### config.mk
export PLATFORM = sky130hd
export DESIGN_NAME = dffram_burst_port_flat
export DESIGN_NICKNAME = d
export VERILOG_FILES = /design/src/rtl/dffram_burst_port_if.sv /design/src/rtl/dffram_burst_port.sv /design/src/flat_wrapper.sv
export SDC_FILE = /design/constraint.sdc
export NUM_CORES = 1
export LEC_CHECK = 0
export CORE_MARGIN = 2
export CORE_UTILIZATION = 35
export CTS_CLUSTER_SIZE = 14
export DETAILED_ROUTE_END_ITERATION = 10
export GPL_TIMING_DRIVEN = 0
export PLACE_DENSITY = 0.78
export SKIP_LAST_GASP = 1
export SLEW_MARGIN = 20
export SYNTH_ARGS = -nofsm -noshare
export SYNTH_HDL_FRONTEND = slang
export SYNTH_SLANG_ARGS = --single-unit
### constraint.sdc
create_clock -name CLK -period 3.8 [get_ports CLK]
set_input_delay 0.38 -clock CLK [delete_from_list [all_inputs] [get_ports CLK]]
set_output_delay 0.38 -clock CLK [all_outputs]
set_load 0.01 [all_outputs]
### src/rtl/dffram_burst_port_if.sv
// dffram_burst_port_if: command, write/read stream and RAM macro pins of the burst port
interface dffram_burst_port_if #(
    parameter int A_WIDTH   = 9,
    parameter int LEN_WIDTH = 10
);
    logic                 cmd_valid;
    logic                 cmd_ready;
    logic                 cmd_write;
    logic [A_WIDTH-1:0]   cmd_addr;
    logic [LEN_WIDTH-1:0] cmd_len;
    logic                 wr_valid;
    logic                 wr_ready;
    logic [31:0]          wr_data;
    logic [3:0]           wr_strb;
    logic                 rd_valid;
    logic                 rd_ready;
    logic [31:0]          rd_data;
    logic                 rd_last;
    logic                 done;
    logic                 ram_EN0;
    logic [3:0]           ram_WE0;
    logic [A_WIDTH-1:0]   ram_A0;
    logic [31:0]          ram_Di0;
    logic [31:0]          ram_Do0;

    modport master (
        output cmd_valid, cmd_write, cmd_addr, cmd_len, wr_valid, wr_data, wr_strb, rd_ready, ram_Do0,
        input  cmd_ready, wr_ready, rd_valid, rd_data, rd_last, done, ram_EN0, ram_WE0, ram_A0, ram_Di0
    );

    modport slave (
        input  cmd_valid, cmd_write, cmd_addr, cmd_len, wr_valid, wr_data, wr_strb, rd_ready, ram_Do0,
        output cmd_ready, wr_ready, rd_valid, rd_data, rd_last, done, ram_EN0, ram_WE0, ram_A0, ram_Di0
    );
endinterface

### src/rtl/dffram_burst_port.sv
// dffram_burst_port: turns read/write burst commands into one-word-per-cycle DFFRAM accesses
module dffram_burst_port #(
    parameter int A_WIDTH   = 9,
    parameter int LEN_WIDTH = 10
) (
    input logic                CLK,
    input logic                rst,
    dffram_burst_port_if.slave bus
);
    typedef enum logic [1:0] {IDLE, WRITE, READ, DONE} state_t;

    state_t               state;
    logic [A_WIDTH-1:0]   addr;
    logic [LEN_WIDTH-1:0] rem;
    logic                 inflight;
    logic                 inflight_last;
    logic [32:0]          fifo [2];
    logic                 wp;
    logic                 rp;
    logic [1:0]           count;
    logic                 wr_hs;
    logic                 pop;
    logic                 issue;
    logic [2:0]           occ;

    // Handshakes, read-issue throttle and RAM pins; everything is forced quiet while rst is high
    always_comb begin
        bus.cmd_ready = !rst && state == IDLE;
        bus.wr_ready  = !rst && state == WRITE;
        wr_hs         = bus.wr_valid && bus.wr_ready;
        bus.rd_valid  = !rst && count != 2'd0;
        pop           = bus.rd_valid && bus.rd_ready;
        occ           = 3'(count) + 3'(inflight) - 3'(pop);
        issue         = !rst && state == READ && rem != '0 && occ < 3'd2;
        bus.rd_data   = bus.rd_valid ? fifo[rp][31:0] : 32'h0;
        bus.rd_last   = bus.rd_valid && fifo[rp][32];
        bus.done      = !rst && state == DONE;
        bus.ram_EN0   = wr_hs || issue;
        bus.ram_WE0   = wr_hs ? bus.wr_strb : 4'h0;
        bus.ram_A0    = (wr_hs || issue) ? addr : '0;
        bus.ram_Di0   = wr_hs ? bus.wr_data : 32'h0;
    end

    // Burst FSM, address/length counters and the 2-entry read FIFO fed one cycle after each issue
    always_ff @(posedge CLK) begin
        if (rst) begin
            state         <= IDLE;
            addr          <= '0;
            rem           <= '0;
            inflight      <= 1'b0;
            inflight_last <= 1'b0;
            wp            <= 1'b0;
            rp            <= 1'b0;
            count         <= 2'd0;
        end else begin
            inflight <= issue;
            if (issue)
                inflight_last <= rem == LEN_WIDTH'(1);
            if (inflight) begin
                fifo[wp] <= {inflight_last, bus.ram_Do0};
                wp       <= !wp;
            end
            if (pop)
                rp <= !rp;
            count <= count + 2'(inflight) - 2'(pop);
            if (wr_hs || issue) begin
                addr <= addr + A_WIDTH'(1);
                rem  <= rem - LEN_WIDTH'(1);
            end
            case (state)
                IDLE: if (bus.cmd_valid) begin
                    addr  <= bus.cmd_addr;
                    rem   <= bus.cmd_len;
                    state <= bus.cmd_len == '0 ? DONE : (bus.cmd_write ? WRITE : READ);
                end
                WRITE: if (wr_hs && rem == LEN_WIDTH'(1)) state <= DONE;
                READ:  if (pop && bus.rd_last) state <= DONE;
                DONE:  state <= IDLE;
            endcase
        end
    end
endmodule

### src/flat_wrapper.sv
// flat-port wrapper written by rule: the top's interface ports become plain ports
module dffram_burst_port_flat 
#(
    parameter int A_WIDTH   = 9,
    parameter int LEN_WIDTH = 10
)
  (CLK, rst, bus_cmd_valid, bus_cmd_write, bus_cmd_addr, bus_cmd_len, bus_wr_valid, bus_wr_data, bus_wr_strb, bus_rd_ready, bus_ram_Do0, bus_cmd_ready, bus_wr_ready, bus_rd_valid, bus_rd_data, bus_rd_last, bus_done, bus_ram_EN0, bus_ram_WE0, bus_ram_A0, bus_ram_Di0);
  dffram_burst_port_if #(.A_WIDTH(A_WIDTH), .LEN_WIDTH(LEN_WIDTH)) bus_i ();
  input logic CLK;
  input logic rst;
  input wire logic [$bits(bus_i.cmd_valid)-1:0] bus_cmd_valid;
  input wire logic [$bits(bus_i.cmd_write)-1:0] bus_cmd_write;
  input wire logic [$bits(bus_i.cmd_addr)-1:0] bus_cmd_addr;
  input wire logic [$bits(bus_i.cmd_len)-1:0] bus_cmd_len;
  input wire logic [$bits(bus_i.wr_valid)-1:0] bus_wr_valid;
  input wire logic [$bits(bus_i.wr_data)-1:0] bus_wr_data;
  input wire logic [$bits(bus_i.wr_strb)-1:0] bus_wr_strb;
  input wire logic [$bits(bus_i.rd_ready)-1:0] bus_rd_ready;
  input wire logic [$bits(bus_i.ram_Do0)-1:0] bus_ram_Do0;
  output wire logic [$bits(bus_i.cmd_ready)-1:0] bus_cmd_ready;
  output wire logic [$bits(bus_i.wr_ready)-1:0] bus_wr_ready;
  output wire logic [$bits(bus_i.rd_valid)-1:0] bus_rd_valid;
  output wire logic [$bits(bus_i.rd_data)-1:0] bus_rd_data;
  output wire logic [$bits(bus_i.rd_last)-1:0] bus_rd_last;
  output wire logic [$bits(bus_i.done)-1:0] bus_done;
  output wire logic [$bits(bus_i.ram_EN0)-1:0] bus_ram_EN0;
  output wire logic [$bits(bus_i.ram_WE0)-1:0] bus_ram_WE0;
  output wire logic [$bits(bus_i.ram_A0)-1:0] bus_ram_A0;
  output wire logic [$bits(bus_i.ram_Di0)-1:0] bus_ram_Di0;
  assign bus_i.cmd_valid = bus_cmd_valid;
  assign bus_i.cmd_write = bus_cmd_write;
  assign bus_i.cmd_addr = bus_cmd_addr;
  assign bus_i.cmd_len = bus_cmd_len;
  assign bus_i.wr_valid = bus_wr_valid;
  assign bus_i.wr_data = bus_wr_data;
  assign bus_i.wr_strb = bus_wr_strb;
  assign bus_i.rd_ready = bus_rd_ready;
  assign bus_i.ram_Do0 = bus_ram_Do0;
  assign bus_cmd_ready = bus_i.cmd_ready;
  assign bus_wr_ready = bus_i.wr_ready;
  assign bus_rd_valid = bus_i.rd_valid;
  assign bus_rd_data = bus_i.rd_data;
  assign bus_rd_last = bus_i.rd_last;
  assign bus_done = bus_i.done;
  assign bus_ram_EN0 = bus_i.ram_EN0;
  assign bus_ram_WE0 = bus_i.ram_WE0;
  assign bus_ram_A0 = bus_i.ram_A0;
  assign bus_ram_Di0 = bus_i.ram_Di0;
  dffram_burst_port #(.A_WIDTH(A_WIDTH), .LEN_WIDTH(LEN_WIDTH)) u_core (.CLK(CLK), .rst(rst), .bus(bus_i));
endmodule
# After elaboration in Yosys (flattened, before gate mapping)
# Memory sizes are Yosys's and may differ from the RTL's. A register that Yosys moved wholly into a read port is not among the register bits.
# Cells that the tools add are included.
[word_totals]
regBits = 27
mem_bits_rw = 66
in_bits = 93
out_inout_bits = 83
wordCells = 65
mem_count = 1
[memory_table]
columns = ["name", "depth", "width", "read_ports", "rd_ports_with_merged_regs", "wr", "line_no", "source"]
rows = [
  ["u_core.fifo", 2, 33, 1, 1, 1, "dffram_burst_port.sv:17", "logic [32:0] fifo [2];"],
]
[classes]
add_sub_neg = 6
n_lt_le_gt_ge = 1
eq_ne = 7
n_mux = 21
reduce_logical = 21
[op_table]
columns = ["operator", "count"]
rows = [
  ["two-way mux 32 bit", 2],
  ["two-way mux 9 bit", 4],
  ["two-way mux 10 bit", 3],
  ["logical AND 1 bit", 12],
  ["== test 10 x 1 -> 1 bit, second input constant", 1],
  ["logical NOT 10 bit", 1],
  ["two-way mux 2 bit", 5],
  ["nonzero test 10 bit", 1],
  ["subtractor 10 x 1 -> 10 bit, second input constant", 1],
  ["adder 9 x 1 -> 9 bit, second input constant", 1],
  ["one-hot mux 2 bit (4 select lines)", 1],
  ["!= test 2 bit, second input constant", 3],
  ["two-way mux 1 bit", 5],
  ["== test 2 bit, second input constant", 2],
  ["two-way mux 4 bit", 1],
  ["adder 2 x 1 -> 3 bit", 1],
  ["logical NOT 1 bit", 3],
  ["< comparator 3 x 2 -> 1 bit, second input constant", 1],
  ["AND reduction 3 bit", 1],
  ["subtractor 3 x 1 -> 3 bit", 1],
  ["adder 2 x 1 -> 2 bit", 1],
  ["== test 2 x 1 -> 1 bit, second input constant", 1],
  ["logical NOT 2 bit", 1],
  ["nonzero test 2 bit", 1],
  ["other kinds (2)", 2],
]

# Longest topological paths before layout
# Gate-level depths: netlist of the first run.
[logic_depth]
word_depth = 10
mapped_depth = 16

# Worst setup path after synthesis of the first run
# OpenSTA, ideal clock, no wires.
[synth_timing]
kind = "input port to flip-flop"
from = "input rst"
to = "memory u_core.fifo[1][0] (enable)"
t_arrival_ns = 3.440
t_required_ns = 3.329
slack_ns = -0.111
stages = 4
n_path_buf = 3
cell_sequence = "clkbuf_1 -> clkbuf_1 -> buf_1 -> nor3b_1"
[synth_between]
elab_chain_len = 2
[synth_rtl]
columns = ["element", "line_no", "source"]
rows = [
  ["start: declaration", "flat_wrapper.sv:10", "input logic rst;"],
  ["two-way mux 1 bit", "dffram_burst_port.sv:46", "if (rst) begin"],
  ["two-way mux 1 bit (implied by the code)", "dffram_burst_port.sv:60", "fifo[wp] <= {inflight_last, bus.ram_Do0};"],
  ["end: declaration", "dffram_burst_port.sv:17", ""],
]
# No other way between the ends.

# Worst setup path in the final report of the first run
[layout_timing]
from = "register u_core.count[0]"
to = "output bus_ram_A0[5]"
[layout_between]
elab_chain_len = 8
elab_cells_between_ends = 9
cone_classes = "2 x add/sub; 1 x order compare; 1 x mux; 5 x reduce/logical"
[layout_rtl]
columns = ["element", "line_no", "source"]
rows = [
  ["start: declaration", "dffram_burst_port.sv:20", "logic [1:0] count;"],
  ["start signal: assignment", "dffram_burst_port.sv:65", "count <= count + 2'(inflight) - 2'(pop);"],
  ["nonzero test 2 bit", "dffram_burst_port.sv:31", "bus.rd_valid = !rst && count != 2'd0;"],
  ["logical AND 1 bit", "dffram_burst_port.sv:31", ""],
  ["logical AND 1 bit", "dffram_burst_port.sv:32", "pop = bus.rd_valid && bus.rd_ready;"],
  ["via u_core.pop", "dffram_burst_port.sv:22", "logic pop;"],
  ["subtractor 3 x 1 -> 3 bit", "dffram_burst_port.sv:33", "occ = 3'(count) + 3'(inflight) - 3'(pop);"],
  ["via u_core.occ[1]", "dffram_burst_port.sv:24", "logic [2:0] occ;"],
  ["< comparator 3 x 2 -> 1 bit", "dffram_burst_port.sv:34", "issue = !rst && state == READ && rem != '0 && occ < 3'd2;"],
  ["logical AND 1 bit", "dffram_burst_port.sv:34", ""],
  ["logical OR 1 bit", "dffram_burst_port.sv:40", "bus.ram_A0 = (wr_hs || issue) ? addr : '0;"],
  ["two-way mux 9 bit", "dffram_burst_port.sv:40", ""],
  ["end: declaration", "flat_wrapper.sv:28", "output wire logic [$bits(bus_i.ram_A0)-1:0] bus_ram_A0;"],
]
# The timed path passes the listed nets, and every way through them passes these cells.

==> results of run 1 <==
[critical path, delay by kind of cell (launching register included)]
kind | cells | cell delay (ns)
compound gates | 2 | 0.26
fa+ha+maj | 3 | 0.94
buf+inv | 6 | 0.65
flops | 1 | 0.34
simple gates | 4 | 0.71
[stage by stage]
stage	setup WS [ns]	power (mW)	TNS (ns)
floorplan	0.114	1.94	0
global placement	-1.38	2.37	-51.96
detailed placement	-0.773	2.41	-7.25
CTS	-0.188	3.29	-0.188
global route	0.00133	3.46	0
finish	0.207	3.28	0
[cells in the final DEF (no fill, tap or decap), drive strengths merged, types with 2 or more instances in the layout]
| cell type | instances |
|---|---|
| nor2b | 5 |
| nor4 | 5 |
| a311oi | 5 |
| dlygate4sd2 | 2 |
| o21ai | 2 |
| edfxtp | 66 |
| nand4 | 2 |
| xor2 | 2 |
| clkdlybuf4s50 | 164 |
| dfxtp | 28 |
| o32ai | 2 |
| nor2 | 59 |
| mux2i | 35 |
| clkinv | 2 |
| a31oi | 2 |
| nor3 | 8 |
| clkbuf | 33 |
| and2 | 47 |
| or2 | 2 |
| o31ai | 3 |
| nor3b | 2 |
| ha | 10 |
| buf | 13 |
| nand3 | 5 |
| or4 | 7 |
| or3 | 3 |
| a211oi | 11 |
| nand2 | 7 |
| inv | 17 |
| xnor2 | 13 |
| nand2b | 7 |
[cells by family after synthesis]
group	after synthesis	synth area share [%]
AOI/OAI and AO/OA	31	5.34
xor gates and xnor gates	15	2.97
adders and majority gates	11	3.28
buffers and inverters	35	3.05
DFF	94	57.4
muxes	35	7.91
and+or+nand+nor	164	20.1
[routing by layer]
metal / vias to the layer above / share of wire [%] / GRT usage (%)
li1: 1753 / - / -
met1: 1674 / 41 / 18.7
met2: 129 / 51 / 28.3
met3: 8 / 8.0 / 4.20
met4: 0 / 0.71 / 5.00
met5: - / 0 / 0
[registers in the layout, summed over array words and instances (netlist names), named ones only]
name                  count
u_core.wp                 1
u_core.count              2
u_core.addr               9
u_core.rem               10
u_core.rp                 1
u_core.inflight_last      1
u_core.state              2
u_core.fifo              66
u_core.inflight           1
[how the worst max path moves through the flow]
stage | start | to | slack [ns]
final | u_core.count[0] | bus_ram_A0[5] | 0.21
after detailed placement | rst | bus_ram_A0[5] | -0.77
after global placement | rst | u_core.fifo[0][12] | -1.38
after CTS | u_core.count[0] | bus_ram_A0[4] | -0.19
after floorplan | rst | u_core.fifo[0][0] | 0.11
after global routing | u_core.count[0] | bus_ram_A0[4] | 0.001
[where the power goes]
part | switching [mW] | internal, mW | leakage (nW) | total, mW
clock network | 0.394 | 0.457 | 0.139 | 0.851
registers | 0.0939 | 1.21 | 0.828 | 1.31
logic | 0.555 | 0.563 | 1.37 | 1.12
[repair_timing]
item / CTS / global route
pin swaps: 1 / 2
resized for setup: 19 / 20
endpoints found under the setup margin: 10 / 10
setup buffers: 2 / 0
[layout make-up]
| cell class | count | area share, % |
|---|---|---|
| Inverter | 13 | 0.755 |
| Sequential cell | 94 | 37.4 |
| Tap cell | 172 | 3.17 |
| Clock inverter | 7 | 0.921 |
| Buffer | 22 | 1.44 |
| Timing Repair Buffer | 182 | 26.3 |
| Multi-Input combinational cell | 256 | 26.7 |
| Clock buffer | 9 | 3.31 |
==> Implementation_results.wiki, run 1 <==
{| class="wikitable"
! Metric !! Value
|-
| Signed area change from the synthesized netlist to the final layout || 53.4%
|-
| Max IR drop VDD || 0.207 mV
|-
| Routability cong. || around 0.88
|-
| Hold path start || u_core.inflight_last
|-
| Fmax || around 0.28 GHz
|-
| Arr. time, crit path || between 3 and 4 ns
|-
| Kind of launch point of the worst setup path || flop
|-
| Power density cells || around 480 nW/um^2
|-
| I/O Buffers || 174
|-
| Remaining design rule violation count || 0
|-
| Fraction of post-synthesis cell area in the top cell type by area || between 40% and 50%
|-
| Clock-pin transition on the worst setup and hold timing paths || 0.06 ns
|-
| Total leakage power || 2.33 nW
|-
| Cell type of the slowest stage on the worst timing path || sky130_fd_sc_hd__fa_2
|-
| Total clock sinks || 94
|-
| Sum of overflow across all layers after global routing || 0
|-
| Via count || ~3600
|-
| Final Slew Violations || 0
|-
| Worst-margin pin slew || 0.733 ns
|-
| Clk root buf || sky130_fd_sc_hd__clkbuf_16
|-
| Antenna diodes || 0
|-
| Number of distinct library cells after synthesis || 47
|-
| Max incr delay on CP || between 0.4 and 0.5 ns
|-
| Placeable core area || 12500 sq um
|-
| Endpoint of the lowest-slack register-to-register path || u_core.rem[5]
|-
| Number of filler cells placed in the layout || about 1100
|-
| Number of antenna violations at the first check in global routing || 0
|-
| Max-slew headroom || between 50% and 60%
|-
| Cell types occupying the most area after synthesis || sky130_fd_sc_hd__edfxtp_1 45%, sky130_fd_sc_hd__dfxtp_1 13%, sky130_fd_sc_hd__mux2i_1 7.9%
|-
| Avg Inst Size Synth || between 10 and 15 sq um
|-
| Fin Hold WS || roughly 0.48 ns
|-
| Largest fanout of any net on the critical path || 10
|-
| Final non-filler cell total || ~760
|-
| Total wire length after detailed routing || 10900 microns
|-
| Average detailed-routed wire length per instance || between 10 and 15 microns
|-
| Worst r2r path cells || 13
|-
| Pin count of the biggest net entering global routing || 19
|-
| Start-to-end type of the worst setup path || flop to output port
|-
| H-tree depth reported by CTS || 3
|-
| HPWL after detailed placement || about 8300 microns
|-
| Synth Register Bits || 94
|-
| Total placed cells including tap cells || approximately 740
|-
| Starting Density || 35.5%
|-
| Origin of the critical flop-to-flop path || u_core.count[0]
|-
| Insertion delay of the later-clocked pin in the worst-skew pair || ~0.34 ns
|-
| GRT Overall Usage || 15.9%
|-
| Post-route fraction of the period consumed by the critical path || 94.6%
|-
| Count of nets left with antenna violations after detail routing || 0
|-
| Number of CTS-inserted buffers || 9
|-
| Share of flip-flops with an asynchronous set or reset after synthesis || 0%
|-
| Max Buffers Root-to-Sink || 2
|-
| Critical Path RT || 3.42 ns
|-
| Post-Syn Nets || just under 500
|-
| Number of setup violations in the final report || 0
|-
| Maximum capacitance violations || 0
|-
| Area occupied by multi-input gates || 1810 sq um
|-
| Hold depth || 0
|-
| Dominant cell type by area after synthesis || sky130_fd_sc_hd__edfxtp_1
|-
| Result of the run || finished clean
|-
| Finished Core Util || 54.5%
|-
| Number of warnings issued by yosys || 0
|-
| Via/cell ratio || about 4.7
|-
| Total cell area at the placement stage || between 6000 and 7000 sq um
|-
| Die boundary height || 116 microns
|-
| RSZ-0062 raised after global routing || false
|-
| Hold/Removal Path Class || flop to flop
|-
| Part of the Yosys area used for sequential elements || 57.4%
|-
| Row cnt || a little over 40
|-
| Register cell area after layout || roughly 2500 sq um
|-
| Count of final hold-check violations || 0
|-
| Die X-Extent || roughly 120 microns
|-
| Post-Layout Inst Area || approximately 6800 sq um
|-
| Element type at the critical path end || output port
|-
| Die footprint || roughly 14000 sq um
|-
| End of the worst hold path || u_core.fifo[0][32]
|-
| Post-synth top flop || sky130_fd_sc_hd__edfxtp_1
|-
| Top Ports || about 180
|-
| Number of enable flip-flop cells after synthesis || 66
|-
| Global-route wire length before repair || about 17000 microns
|-
| Worst clock skew || between 0.009 and 0.01 ns
|-
| Top cells by count, synth || 66 x sky130_fd_sc_hd__edfxtp_1, 59 x sky130_fd_sc_hd__nor2_1, 45 x sky130_fd_sc_hd__and2_1
|-
| Cell chain of the critical path || o21bai_4, inv_1, and2_1, ha_1, inv_1, ha_2, fa_2, nor2_4, a31oi_4, or2_1, buf_4, inv_4, clkbuf_8, and2_1, clkbuf_2
|-
| Detailed-routing iteration count for the pre-antenna-repair pass || 4
|-
| DRC marker count from the first detailed-route iteration || 186
|-
| Clock period minus final worst setup slack || between 3 and 4 ns
|-
| Via count of the first global-routing pass || 3550
|-
| Register-to-register path setup slack || roughly 0.54 ns
|-
| Clock tree from TritonCTS || done
|-
| Layout cells sized above 1 || 8.40%
|-
| Mapped Area || about 4400 sq um
|-
| Count of nets after finishing || 682
|-
| Number of cells produced by synthesis || ~390
|-
| Most frequent cell after synthesis || sky130_fd_sc_hd__edfxtp_1
|-
| Hold-fix buffers at CTS || 0
|}
Power figures use the tool's default switching activity.
==> inputs of run 2 (changes only) <==
--- a/config.mk
+++ b/config.mk
@@ -10,7 +10,7 @@
 export CTS_CLUSTER_SIZE = 14
 export DETAILED_ROUTE_END_ITERATION = 10
 export GPL_TIMING_DRIVEN = 0
-export PLACE_DENSITY = 0.78
+export PLACE_DENSITY = 0.69
 export SKIP_LAST_GASP = 1
 export SLEW_MARGIN = 20
 export SYNTH_ARGS = -nofsm -noshare
==> run 2 against run 1 <==
Net effect: maximum frequency down 0.53%; count of clock-buffer cells in the layout unchanged; sequential power about the same; hold slack worse by 0.0082 ns; sequential share of layout area up 0.19 points; clock power up 2%; highest routed layer unchanged; critical endpoint is now bus_ram_EN0.
==> Implementation_results.wiki, run 2 (synthesis gave the netlist of run 1 again) <==
{| class="wikitable"
! Metric !! Value
|-
| Net switching component of the power || ~1.1 mW
|-
| Number of antenna violations at the first check in global routing || 0
|-
| Worst-margin pin slew || about 0.76 ns
|-
| Starting Density || 35.5%
|-
| Placement Setup Slack || -0.747 ns
|-
| Average detailed-routed wire length per instance || ~15 microns
|-
| Count of nets after finishing || between 600 and 700
|-
| Layout cells sized above 1 || between 7 and 8%
|-
| Count of final hold-check violations || 0
|-
| Endpoint of the lowest-slack register-to-register path || u_core.addr[5]
|-
| Most common cell after layout, fill and taps aside || sky130_fd_sc_hd__clkdlybuf4s50_1
|-
| HPWL after detailed placement || 8280 microns
|-
| Result of the run || finished clean
|-
| Total wire length after detailed routing || between 10000 and 15000 microns
|-
| Switching portion of total power || between 30 and 40%
|-
| Critical Path RT || around 3.4 ns
|-
| Power density cells || just under 500 nW/um^2
|-
| Final non-filler cell total || roughly 750
|-
| Largest fanout of any net on the critical path || 10
|-
| Hold path start || rst
|-
| Origin of the critical flop-to-flop path || u_core.count[0]
|-
| Top library cells by usage in the layout, fill and taps aside || 164 x sky130_fd_sc_hd__clkdlybuf4s50_1, 66 x sky130_fd_sc_hd__edfxtp_1, 58 x sky130_fd_sc_hd__nor2_1
|-
| Global-route wire length before repair || roughly 17000 microns
|-
| Max-slew headroom || about half
|-
| H-tree depth reported by CTS || 3
|-
| Insertion delay of the later-clocked pin in the worst-skew pair || ~0.33 ns
|-
| Element type at the critical path end || output port
|-
| Largest register FFs || 66
|-
| Total clock sinks || 94
|-
| Maximum capacitance violations || 0
|-
| I/O Buffers || ~170
|-
| Sum of overflow across all layers after global routing || 0
|-
| Kind of launch point of the worst setup path || flop
|-
| Worst clock skew || approximately 0.0063 ns
|-
| Fin Hold WS || 0.470 ns
|-
| Final Slew Violations || 0
|-
| Row cnt || a little over 40
|-
| Clock period minus final worst setup slack || ~3.6 ns
|-
| Worst r2r path cells || 13
|-
| Pin count of the biggest net entering global routing || 19
|-
| Clock share of power || 26.4%
|-
| Fraction of power consumed by combinational cells || 33.7%
|-
| Max IR drop VDD || approximately 0.26 mV
|-
| Arr. time, crit path || ~3.2 ns
|-
| Via count || around 3500
|-
| Post-Layout Inst Area || 6760 sq um
|-
| Flop pwr share || roughly two fifths
|-
| Die X-Extent || around 120 microns
|-
| Fin Setup TNS || 0 ns
|-
| Hold-fix buffers at CTS || 0
|-
| Final worst setup slack || around 0.19 ns
|-
| Signed area change from the synthesized netlist to the final layout || 52.7%
|-
| Start-to-end type of the worst setup path || flop to output port
|-
| Post-layout total power || 3.28 mW
|-
| Hold depth || 3
|-
| Total leakage power || about 2.3 nW
|-
| Finished Core Util || 54.3%
|-
| Via/cell ratio || 4.65
|-
| Clk root buf || sky130_fd_sc_hd__clkbuf_16
|-
| End of the worst hold path || u_core.state[0]
|-
| Max Buffers Root-to-Sink || 2
|-
| Total cell area at the placement stage || roughly 6500 sq um
|-
| Post-route fraction of the period consumed by the critical path || between 90% and 100%
|-
| DRC marker count from the first detailed-route iteration || 141
|-
| Die footprint || 13600 sq um
|-
| Top Ports || ~180
|-
| Number of setup violations in the final report || 0
|-
| Remaining design rule violation count || 0
|-
| Clock-pin transition on the worst setup and hold timing paths || approximately 0.070 ns
|-
| Total placed cells including tap cells || between 700 and 800
|-
| GRT Overall Usage || between 10% and 20%
|-
| Via count of the first global-routing pass || 3375
|-
| Number of CTS-inserted buffers || 9
|-
| Count of nets left with antenna violations after detail routing || 0
|-
| Top flop regs || u_core.fifo (66), u_core.rem (10), u_core.addr (9)
|-
| Detailed-routing iteration count for the pre-antenna-repair pass || 4
|-
| Clock tree from TritonCTS || done
|-
| Placeable core area || approximately 12000 sq um
|-
| Antenna diodes || 0
|-
| Die boundary height || between 100 and 150 microns
|-
| Most flop-heavy register || u_core.fifo
|-
| Hold/Removal Path Class || primary input to flop
|-
| Routability cong. || about 0.89
|-
| Register-to-register path setup slack || between 0.5 and 0.6 ns
|-
| Fmax || 0.277 GHz
|-
| Power Internal || roughly 2.2 mW
|}
run 2: changes by cell type in the layout (fill, tap and decap cells not counted), sizes merged:
cell	delta
dlygate4sd2	-1
dlymetal6s2s	-1
clkinv	+1
clkdlybuf4s15	+1
buf	-1
clkinvlp	-1
run 2: how the worst max path moves through the flow:
stage,startpoint,slack (ns),endpoint,cells past startpoint
finish,u_core.count[0],0.19,bus_ram_EN0,14
global route,u_core.count[0],-0.02,bus_ram_A0[8],15
CTS,u_core.count[0],0.06,bus_ram_A0[8],15
detailed placement,rst,-0.75,bus_ram_A0[8],16
global placement,rst,-1.50,u_core.fifo[0][29],4
floorplan,rst,0.11,u_core.fifo[0][0],4
run 2: timing repair:
action,CTS,global route
setup endpoints to repair,10,9
gates resized for setup,20,21
setup buffers,1,0
pin swaps,1,2
run 2: per-layer routing:
layer	up-vias	GRT usage, %	part of all wire (%)
li1	1753	-	-
met1	1633	21.0	45
met2	106	27.0	49
met3	10	3.63	5.6
met4	0	3.81	0.93
met5	-	0	0
run 2: power by group through the flow:
stage               clock, mW  sequential (mW)  combinational [mW]
floorplan                   0             1.30               0.635
detailed placement          0             1.33                1.08
CTS                     0.892             1.31                1.11
finish                  0.867             1.31                1.11
global route            0.943             1.33                1.22
global placement            0             1.32                1.06
run 2: final cells by class:
cell class                 count  area [sq um]
clock buffer                   9           225
clock inverter                 7          63.8
fill                        1101          5700
sequential                    94          2540
tap                          172           215
timing repair buffer         180          1760
inverter                      13          51.3
multi-input combinational    256          1800
buffer                        22          98.8
run 2: worst max-delay path, stage by stage (launching register included):
cell                            delay, ns
sky130_fd_sc_hd__dfxtp_2             0.34
sky130_fd_sc_hd__o21bai_4            0.14
sky130_fd_sc_hd__inv_1               0.06
sky130_fd_sc_hd__and2_1              0.18
sky130_fd_sc_hd__ha_1                0.28
sky130_fd_sc_hd__inv_1               0.04
sky130_fd_sc_hd__ha_1                0.18
sky130_fd_sc_hd__fa_1                0.49
sky130_fd_sc_hd__nor2_2              0.20
sky130_fd_sc_hd__a31oi_4             0.12
sky130_fd_sc_hd__or2_1               0.23
sky130_fd_sc_hd__buf_4               0.17
sky130_fd_sc_hd__inv_4               0.08
sky130_fd_sc_hd__buf_8               0.11
sky130_fd_sc_hd__dlygate4sd2_1       0.27
==> inputs of run 3 (changes only) <==
--- a/config.mk
+++ b/config.mk
@@ -16,3 +16,4 @@
 export SYNTH_ARGS = -nofsm -noshare
 export SYNTH_HDL_FRONTEND = slang
 export SYNTH_SLANG_ARGS = --single-unit
+export TNS_END_PERCENT = 10
==> run 3 against run 2 <==
Net effect: the run now ends with setup timing left; critical path depth unchanged; global-route usage hardly changed; non-clock buffer count unchanged; combinational power barely moved; die area unchanged; core utilization grew 0.32 points; count of clock-buffer cells in the layout unchanged; final area grew 0.59%; critical endpoint is now bus_ram_A0[0].
==> Implementation_results.wiki, run 3 (synthesis gave the netlist of run 1 again) <==
{| class="wikitable"
! Metric !! Value
|-
| Result of the run || complete, but fails checks
|-
| Violations in the final reports || setup timing
|-
| Post-route fraction of the period consumed by the critical path || 101%
|-
| Routability cong. || 0.891
|-
| Critical Path RT || ~3.4 ns
|-
| RSZ-0062 raised after global routing || true
|-
| Remaining design rule violation count || 0
|-
| Top flop regs || u_core.fifo (66), u_core.rem (10), u_core.addr (9)
|-
| Fin Setup TNS || -0.0410 ns
|-
| Die X-Extent || between 100 and 150 microns
|-
| Worst-margin pin slew || roughly 0.77 ns
|-
| Signed area change from the synthesized netlist to the final layout || 53.6%
|-
| Average detailed-routed wire length per instance || between 10 and 15 microns
|-
| Max Buffers Root-to-Sink || 2
|-
| Max IR drop VDD || roughly 0.24 mV
|-
| Final Slew Violations || 0
|-
| Worst r2r path cells || 13
|-
| Sum of overflow across all layers after global routing || 0
|-
| Max-slew headroom || between 40% and 50%
|-
| Post-Layout Inst Area || around 6800 sq um
|-
| Worst clock skew || between 0.005 and 0.006 ns
|-
| Number of setup violations in the final report || 1
|-
| Row cnt || 41
|-
| Starting Density || 35.5%
|-
| Register-to-register path setup slack || 0.59 ns
|-
| Via count of the first global-routing pass || 3373
|-
| Global-route wire length before repair || about 17000 microns
|-
| Count of nets left with antenna violations after detail routing || 0
|-
| Largest register FFs || 66
|-
| H-tree depth reported by CTS || 3
|-
| Number of CTS-inserted buffers || 9
|-
| Arr. time, crit path || approximately 3.5 ns
|-
| Total wire length after detailed routing || 10900 microns
|-
| Fmax || about 0.26 GHz
|-
| Total leakage power || approximately 2.4 nW
|-
| Top Ports || 176
|-
| Clk root buf || sky130_fd_sc_hd__clkbuf_16
|-
| Die footprint || around 14000 sq um
|-
| Element type at the critical path end || output port
|-
| Antenna diodes || 0
|-
| Clock tree from TritonCTS || done
|-
| Clock period minus final worst setup slack || ~3.8 ns
|-
| Final worst setup slack || -0.0410 ns
|-
| Largest fanout of any net on the critical path || 7
|-
| Power density cells || slightly below 500 nW/um^2
|-
| Layout cells sized above 1 || under 10%
|-
| Start-to-end type of the worst setup path || flop to output port
|-
| Insertion delay of the later-clocked pin in the worst-skew pair || 0.33 ns
|-
| Via count || ~3500
|-
| Die boundary height || approximately 120 microns
|-
| Hold depth || 3
|-
| Most flop-heavy register || u_core.fifo
|-
| Post-layout total power || ~3.3 mW
|-
| Maximum capacitance violations || 0
|-
| Placeable core area || around 12000 sq um
|-
| Top library cells by usage in the layout, fill and taps aside || 165 x sky130_fd_sc_hd__clkdlybuf4s50_1, 66 x sky130_fd_sc_hd__edfxtp_1, 58 x sky130_fd_sc_hd__nor2_1
|-
| Most common cell after layout, fill and taps aside || sky130_fd_sc_hd__clkdlybuf4s50_1
|-
| Total cell area at the placement stage || 6450 sq um
|-
| Detailed-routing iteration count for the pre-antenna-repair pass || 4
|-
| Clock-pin transition on the worst setup and hold timing paths || 0.07 ns
|-
| Pin count of the biggest net entering global routing || 19
|-
| GRT Overall Usage || 15.9%
|-
| DRC marker count from the first detailed-route iteration || ~150
|-
| Count of final hold-check violations || 0
|-
| HPWL after detailed placement || between 8000 and 9000 microns
|-
| Count of nets after finishing || ~700
|-
| Hold-fix buffers at CTS || 0
|-
| Total clock sinks || between 90 and 100
|-
| Kind of launch point of the worst setup path || flop
|-
| I/O Buffers || about 170
|-
| Via/cell ratio || around 4.7
|-
| Hold/Removal Path Class || primary input to flop
|-
| Number of antenna violations at the first check in global routing || 0
|}
==> run 3: cell count changes in the layout (fill, tap and decap cells not counted), sizes merged <==
cell and delta:
dlymetal6s2s +8, clkdlybuf4s15 -1, clkdlybuf4s50 +1, clkbuf -8
==> run 3: worst max-delay path, stage by stage, from the launching register on <==
cell and delay, ns:
sky130_fd_sc_hd__dfxtp_1 0.34, sky130_fd_sc_hd__o21bai_4 0.15, sky130_fd_sc_hd__inv_1 0.06, sky130_fd_sc_hd__and2_1 0.18
sky130_fd_sc_hd__ha_1 0.28, sky130_fd_sc_hd__inv_1 0.04, sky130_fd_sc_hd__ha_1 0.18, sky130_fd_sc_hd__fa_1 0.48
sky130_fd_sc_hd__nor2_2 0.14, sky130_fd_sc_hd__a31oi_2 0.13, sky130_fd_sc_hd__or2_1 0.23, sky130_fd_sc_hd__buf_4 0.16
sky130_fd_sc_hd__inv_2 0.08, sky130_fd_sc_hd__and2_4 0.14, sky130_fd_sc_hd__clkdlybuf4s50_1 0.53
==> run 3: per-stage QoR <==
step	cells	util (%)	setup slack, ns	hold slack, ns
after floorplan	385	-	0.114	0.427
after global placement	731	51.3	-1.50	0.447
after detailed placement	736	51.8	-0.747	0.474
after CTS	753	54.4	-0.234	0.469
after global routing	753	54.6	-0.241	0.491
final	753	54.6	-0.0410	0.469
==> run 3: final cells by class <==
cell class | instances | area (sq um)
multi-input cells | 256 | 1800
well taps | 172 | 215
plain buffers | 22 | 91.3
inverters | 13 | 48.8
clock inverters | 7 | 63.8
clock buffers | 9 | 225
repair buffers | 180 | 1820
flip-flops and latches | 94 | 2540
fillers | 1101 | 5660
==> run 3: report_power, final <==
| group | internal (mW) | switching [mW] | total [mW] |
|---|---|---|---|
| Clock | 0.460 | 0.407 | 0.867 |
| Combinational | 0.554 | 0.541 | 1.09 |
| Sequential | 1.21 | 0.0949 | 1.31 |
==> run 3: repair_timing <==
| item | in CTS | in global routing |
|---|---|---|
| setup endpoints to repair | 10 | 10 |
| resized for setup | 10 | 9 |
| cloned | 0 | 0 |
| pin swaps | 1 | 0 |
| setup buffers | 1 | 0 |
==> run 3: path summary, 6_finish.rpt <==
path                                      startpoint                  to
worst max-delay path                 u_core.count[0]       bus_ram_A0[0]
worst min-delay path                             rst     u_core.state[0]
worst max register to register       u_core.count[0]      u_core.addr[5]
worst min register to register  u_core.inflight_last  u_core.fifo[1][32]
==> run 3: per-layer routing <==
metal  routed length, microns  GRT usage [%]  up-vias
met2                     5300           26.9      112
met4                      129           3.81        0
met5                        0              0        -
met3                      667           3.63       12
met1                     4830           20.9     1625
li1                         -              -     1753
